===== src/rtl/sobel_window_engine.sv =====
// Sobel edge engine: captures a 3-row window on computeSobel and returns one saturated gradient pixel.
// Optional SOBEL_EDGE_COUNT_EN adds a saturating count of detected edges on edge_count.
module sobel_window_engine #(
    parameter int PIX_W   = 8,
    parameter int ROW_LEN = 8,
    parameter int THRESH  = 100
) (
    input  logic                                     clk,
    input  logic                                     rst,
    input  logic                                     computeSobel,
    input  logic [2:0][ROW_LEN-1:0][PIX_W-1:0]       window_buffer,
    input  logic [$clog2(ROW_LEN)-1:0]               column,
    output logic                                     getMatrix,
    output logic                                     edge_valid,
    output logic [PIX_W-1:0]                         edge_pixel,
    output logic                                     edge_detected,
`ifdef SOBEL_EDGE_COUNT_EN
    output logic [15:0]                              edge_count,
`endif
    output logic                                     busy
);

    localparam int COL_W = $clog2(ROW_LEN);
    localparam int SUM_W = PIX_W + 2;   // a + 2b + c
    localparam int GRD_W = PIX_W + 3;   // signed difference, also holds |Gx|+|Gy|
    localparam logic [COL_W-1:0] COL_MAX = COL_W'(ROW_LEN - 1);
    localparam logic [GRD_W-1:0] SAT_MAX = GRD_W'({PIX_W{1'b1}});

    typedef enum logic [1:0] {IDLE, GRAD, MAG, DONE} state_t;

    state_t state, state_nxt;

    logic [2:0][ROW_LEN-1:0][PIX_W-1:0] win_q;
    logic [COL_W-1:0]                   col_q;
    logic [COL_W-1:0]                   col_in;
    logic [COL_W-1:0]                   l_idx, r_idx;
    logic signed [GRD_W-1:0]            gx_d, gy_d, gx_q, gy_q;
    logic [GRD_W-1:0]                   abs_x, abs_y, mag;
    logic                               start;

    function automatic logic [SUM_W-1:0] wsum(input logic [PIX_W-1:0] a,
                                              input logic [PIX_W-1:0] b,
                                              input logic [PIX_W-1:0] c);
        return {2'b00, a} + {1'b0, b, 1'b0} + {2'b00, c};
    endfunction

    assign start  = (state == IDLE) && computeSobel;
    assign col_in = (int'(column) >= ROW_LEN) ? COL_MAX : column;

    // NOTE: sequential state uses non-blocking assignments so every register samples pre-edge values.
    always_ff @(posedge clk) begin
        if (rst) state <= IDLE;
        else     state <= state_nxt;
    end

    // NOTE: every combinational output gets a default first, so no path can infer a latch.
    always_comb begin
        state_nxt = state;
        case (state)
            IDLE:    if (computeSobel) state_nxt = GRAD;
            GRAD:    state_nxt = MAG;
            MAG:     state_nxt = DONE;
            DONE:    state_nxt = IDLE;
            default: state_nxt = IDLE;
        endcase
    end

    always_comb begin
        getMatrix = (state == IDLE);
        busy      = !getMatrix;
    end

    // NOTE: the captured window is plain storage qualified by state, so it needs no reset.
    always_ff @(posedge clk) begin
        if (start) begin
            win_q <= window_buffer;
            col_q <= col_in;
        end
    end

    // Edge columns replicate their own pixel instead of wrapping.
    always_comb begin
        l_idx = (col_q == '0)      ? col_q : col_q - 1'b1;
        r_idx = (col_q == COL_MAX) ? col_q : col_q + 1'b1;
        gx_d  = $signed({1'b0, wsum(win_q[2][r_idx], win_q[1][r_idx], win_q[0][r_idx])})
              - $signed({1'b0, wsum(win_q[2][l_idx], win_q[1][l_idx], win_q[0][l_idx])});
        gy_d  = $signed({1'b0, wsum(win_q[0][l_idx], win_q[0][col_q], win_q[0][r_idx])})
              - $signed({1'b0, wsum(win_q[2][l_idx], win_q[2][col_q], win_q[2][r_idx])});
    end

    always_comb begin
        abs_x = gx_q[GRD_W-1] ? $unsigned(-gx_q) : $unsigned(gx_q);
        abs_y = gy_q[GRD_W-1] ? $unsigned(-gy_q) : $unsigned(gy_q);
        mag   = abs_x + abs_y;
    end

    always_ff @(posedge clk) begin
        if (rst) begin
            gx_q          <= '0;
            gy_q          <= '0;
            edge_valid    <= 1'b0;
            edge_pixel    <= '0;
            edge_detected <= 1'b0;
        end else begin
            edge_valid <= (state == MAG);
            if (state == GRAD) begin
                gx_q <= gx_d;
                gy_q <= gy_d;
            end
            if (state == MAG) begin
                edge_pixel    <= (mag > SAT_MAX) ? {PIX_W{1'b1}} : mag[PIX_W-1:0];
                edge_detected <= (int'(mag) >= THRESH);
            end
        end
    end

`ifdef SOBEL_EDGE_COUNT_EN
    always_ff @(posedge clk) begin
        if (rst)
            edge_count <= '0;
        else if (edge_valid && edge_detected && (edge_count != 16'hFFFF))
            edge_count <= edge_count + 16'd1;
    end
`endif

endmodule

===== config.mk =====
export PLATFORM = sky130hd
export DESIGN_NAME = sobel_window_engine
export DESIGN_NICKNAME = d
export VERILOG_FILES = /design/src/rtl/sobel_window_engine.sv
export SDC_FILE = /design/constraint.sdc
export NUM_CORES = 1
export LEC_CHECK = 0
export ABC_AREA = 1
export ABC_CLOCK_PERIOD_IN_PS = 15500
export CELL_PAD_IN_SITES_DETAIL_PLACEMENT = 1
export CELL_PAD_IN_SITES_GLOBAL_PLACEMENT = 1
export CORE_MARGIN = 5
export CORE_UTILIZATION = 45
export DETAILED_ROUTE_END_ITERATION = 8
export GPL_ROUTABILITY_DRIVEN = 0
export PLACE_DENSITY_LB_ADDON = 0.1
export SLEW_MARGIN = 20
export SYNTH_ARGS = -nofsm -noshare
export SYNTH_HDL_FRONTEND = slang
export SYNTH_SLANG_ARGS = --single-unit

===== constraint.sdc =====
create_clock -name clk -period 15.5 [get_ports clk]
set_clock_uncertainty 0.2 [all_clocks]
set_input_delay 1.55 -clock clk [delete_from_list [all_inputs] [get_ports clk]]
set_output_delay 1.55 -clock clk [all_outputs]
set_load 0.01 [all_outputs]

==> impl_metrics.ini <==
[status]
status = finished, final reports clean

[job]
cap_viol_max_count = 0

[die]
core_um2 = 33400
io_pins = 210
dieArea_um2 = 37400
die_w_um = 193
rows = 67
dieHeight_um = 193
initial_core_util_pct = 45.4

[sta]
rsz0062_at_grt = no
final-setup-viol-count = 0
setup_tns_ns = 0
fmax_mhz = 136
finalCritPeriodShare_pct = 47.5
hold_violations = 0
period_needed_ns = 7.36
worstMarginPinSlew_ns = 1.01
max-slew-margin-rel_pct = 32.0
final-max-slew-violation-count = 0
finalWorstSetupSlack_ns = 8.14

[yosys]
synth_async_sr_flop_share_pct = 0
yosysWarningCount = 0
syn-num-nets = 2110
yosys.area_share.xor_xnor_pct = 1.79
netlist_area_um2 = 15200
synth_cell_types = 41
synth.avg_cell_area_um2 = 8.39
synth_seq_cells = 229
synth-edff-count = 195
synth_mux_area_share_pct = 0
syn_inst = 1807
synth-compound-area-share_pct = 17.5
yosys.area_share.adder_pct = 11.8
yosys.area_share.simple_pct = 16.2
synth_flop_cell = edfxtp_1
yosysSeqAreaShare_pct = 43.1
synth_top_family_by_area = compound AO/OA/AOI/OAI gates

[clock_tree]
cts_tree = yes
cts-htree-levels = 1
cts_resized = 0
clk_latency_ns = 0.55
cts_sinks = 229
post-cts-setup-buffers = 0
ctsLongestPathBuffers = 3
cts_hold_buffers = 0
cts_made_buffers = 26
cts.clk_slew.worst_paths_ns = 0.06
root_buffer = clkbuf_16

[global_routing]
grt_pass1_wl_um = 79200
grt-ovfl-total = 0
grt_max_degree = 85
grtUsageTotal_pct = 26.1
grt_pass1_vias = 14400
grt_antenna_before_repair = 0

[placement]
port_buffers = 209
dp_hpwl_um = 36700
pre_cts_slack_ns = 8.32
place_inst = 2380

[routing]
dr.pass1.iters = 5
via_count = 13600
ant_nets = 0
first_iter_violations = 1074
viasPerCell = 5.62
wl_per_cell_um = 20.7
drc = 0
wl_um = 50300

[worst_setup_path]
ff2ff_path_depth = 25
endpoint = gy_q[9]$_SDFFE_PP0N_
rrSetupSlack_ns = 8.14
crit_type = flop to flop
r2r-end = gy_q[9]$_SDFFE_PP0N_
critical_path.startpoint = col_q[1]$_DFFE_PP_
worstSetupEndpointType = flop
worst_ep_required_time_ns = 15.71
startpoint_type = flop
cp_max_fo = 60
critPathArrivalTime_ns = 7.57
r2r-start = col_q[1]$_DFFE_PP_

[worst_hold_path]
hold_path.class = flop to flop

[final_layout]
drive_gt1_share_pct = 4.70
nNetsFinal = 2263
final_cells = 2426
antennaDiodeCount = 0
nFillCells = 3981
area_growth_pct = 20.6
-- Yosys cell counts, types with 3 or more instances --
master    instances  area [um2]
o21ai_1          32         160
nor2_1          116         435
a21oi_1         171         856
a31oi_1          19         119
buf_1             9        33.8
edfxtp_1        195        5860
inv_1           241         905
fa_1             63        1260
nand4_1           3        18.8
o21ai_2          10        87.6
o211ai_1         25         188
buf_6             4        45.0
nand2_2           3        18.8
ha_1             42         526
xor2_1           29         254
buf_4             4        30.0
o21ai_0         191         956
clkbuf_1         43         161
dfxtp_1          34         681
o22ai_1          10        62.6
inv_2            16        60.1
nand3_1         121         606
o21bai_1          4        30.0
buf_2            42         210
nor3_1            7        35.0
nand2_1         335        1260
or2_2             5        31.3
o221ai_1          5        43.8
a221oi_1         10        87.6
-- stage by stage --
stage	area [um2]	util, %	hold WS (ns)
2_1_floorplan	15200	-	0.268
3_3_place_gp	17500	52.4	0.289
3_5_place_dp	17500	52.4	0.307
4_1_cts	18300	54.8	0.314
5_1_grt	18300	54.8	0.341
6_report	18300	54.8	0.310
-- logic make-up after synthesis --
kind of cell	count (synthesis)
AO/OA/AOI/OAI	484
XOR/XNOR	31
buffers and inverters	360
AND/OR/NAND/NOR	598
adder cells (fa/ha/maj)	105
flip-flops	229
-- placed cells by master, fill, tap and decap left out, types with 3 or more instances in the layout --
cell / instances
ha_1: 42
buf_4: 18
a221oi_1: 10
clkinv_1: 3
nand2_1: 335
clkbuf_1: 8
nor2_1: 116
inv_1: 240
clkdlybuf4s50_1: 209
nand4_1: 3
o22ai_1: 10
xor2_1: 29
nand3_1: 121
inv_2: 15
o221ai_1: 5
edfxtp_1: 195
a21oi_1: 171
o21ai_0: 190
o21ai_1: 31
o211ai_1: 25
clkbuf_16: 26
a31oi_1: 19
dfxtp_1: 34
or2_2: 5
o21bai_1: 4
nor3_1: 7
fa_1: 63
nand2_2: 3
clkinv_2: 6
o21ai_2: 10
-- sequential cells by signal, summed over array words and instances (netlist names) --
signal	flops
col_q	3
edge_detected	1
edge_pixel	8
edge_valid	1
gx_q	11
gy_q	11
state	2
win_q	192
-- worst min path at each step --
stage | startpoint | end | slack [ns] | cells past startpoint
6_report | gx_q[0]$_SDFFE_PP0N_ | gx_q[0]$_SDFFE_PP0N_ | 0.31 | 2
5_1_grt | gx_q[0]$_SDFFE_PP0N_ | gx_q[0]$_SDFFE_PP0N_ | 0.34 | 2
4_1_cts | gy_q[1]$_SDFFE_PP0N_ | gy_q[1]$_SDFFE_PP0N_ | 0.31 | 2
3_5_place_dp | gy_q[1]$_SDFFE_PP0N_ | gy_q[1]$_SDFFE_PP0N_ | 0.31 | 2
3_3_place_gp | gy_q[1]$_SDFFE_PP0N_ | gy_q[1]$_SDFFE_PP0N_ | 0.29 | 2
2_1_floorplan | gy_q[0]$_SDFFE_PP0N_ | gy_q[0]$_SDFFE_PP0N_ | 0.27 | 2
-- worst max-delay path, cell delays in order, from the launching register on --
cell and delay [ns]:
edfxtp_1 0.38, buf_4 0.27, inv_2 0.65, ha_1 0.30, nand2_2 0.10, nand2_1 0.12
nand2_2 0.08, inv_2 0.63, buf_4 0.63, o21ai_0 0.19, nand2_1 0.10, inv_1 0.04
o21ai_1 0.41, inv_1 0.12, fa_1 0.50, fa_1 0.47, fa_1 0.48, ha_1 0.24
fa_1 0.41, nand3_1 0.11, nand2_1 0.11, nand2_1 0.09, nand3_1 0.09, xor2_1 0.15
o21ai_0 0.22, inv_1 0.09
-- per-layer routing --
metal,vias up,GRT usage (%),wire [um],part of all wire (%)
li1,6365,-,-,-
met1,6639,33.7,21100,42
met2,506,44.1,23800,47
met3,132,5.24,3390,6.7
met4,0,9.02,1990,4.0
met5,-,0,0,0
-- final cells by class --
| cell class | count | area, um2 | share of cell area [%] |
|---|---|---|---|
| inverters | 258 | 977 | 5.35 |
| clock inverters | 11 | 90.1 | 0.493 |
| repair buffers | 227 | 2230 | 12.2 |
| flip-flops and latches | 229 | 6540 | 35.8 |
| multi-input cells | 1218 | 7190 | 39.3 |
| clock buffers | 35 | 694 | 3.80 |
| well taps | 448 | 561 | 3.07 |
Power is left out: the tool's default activity adds up to more than one toggle a clock period on the data nets, which glitch-free logic cannot reach.
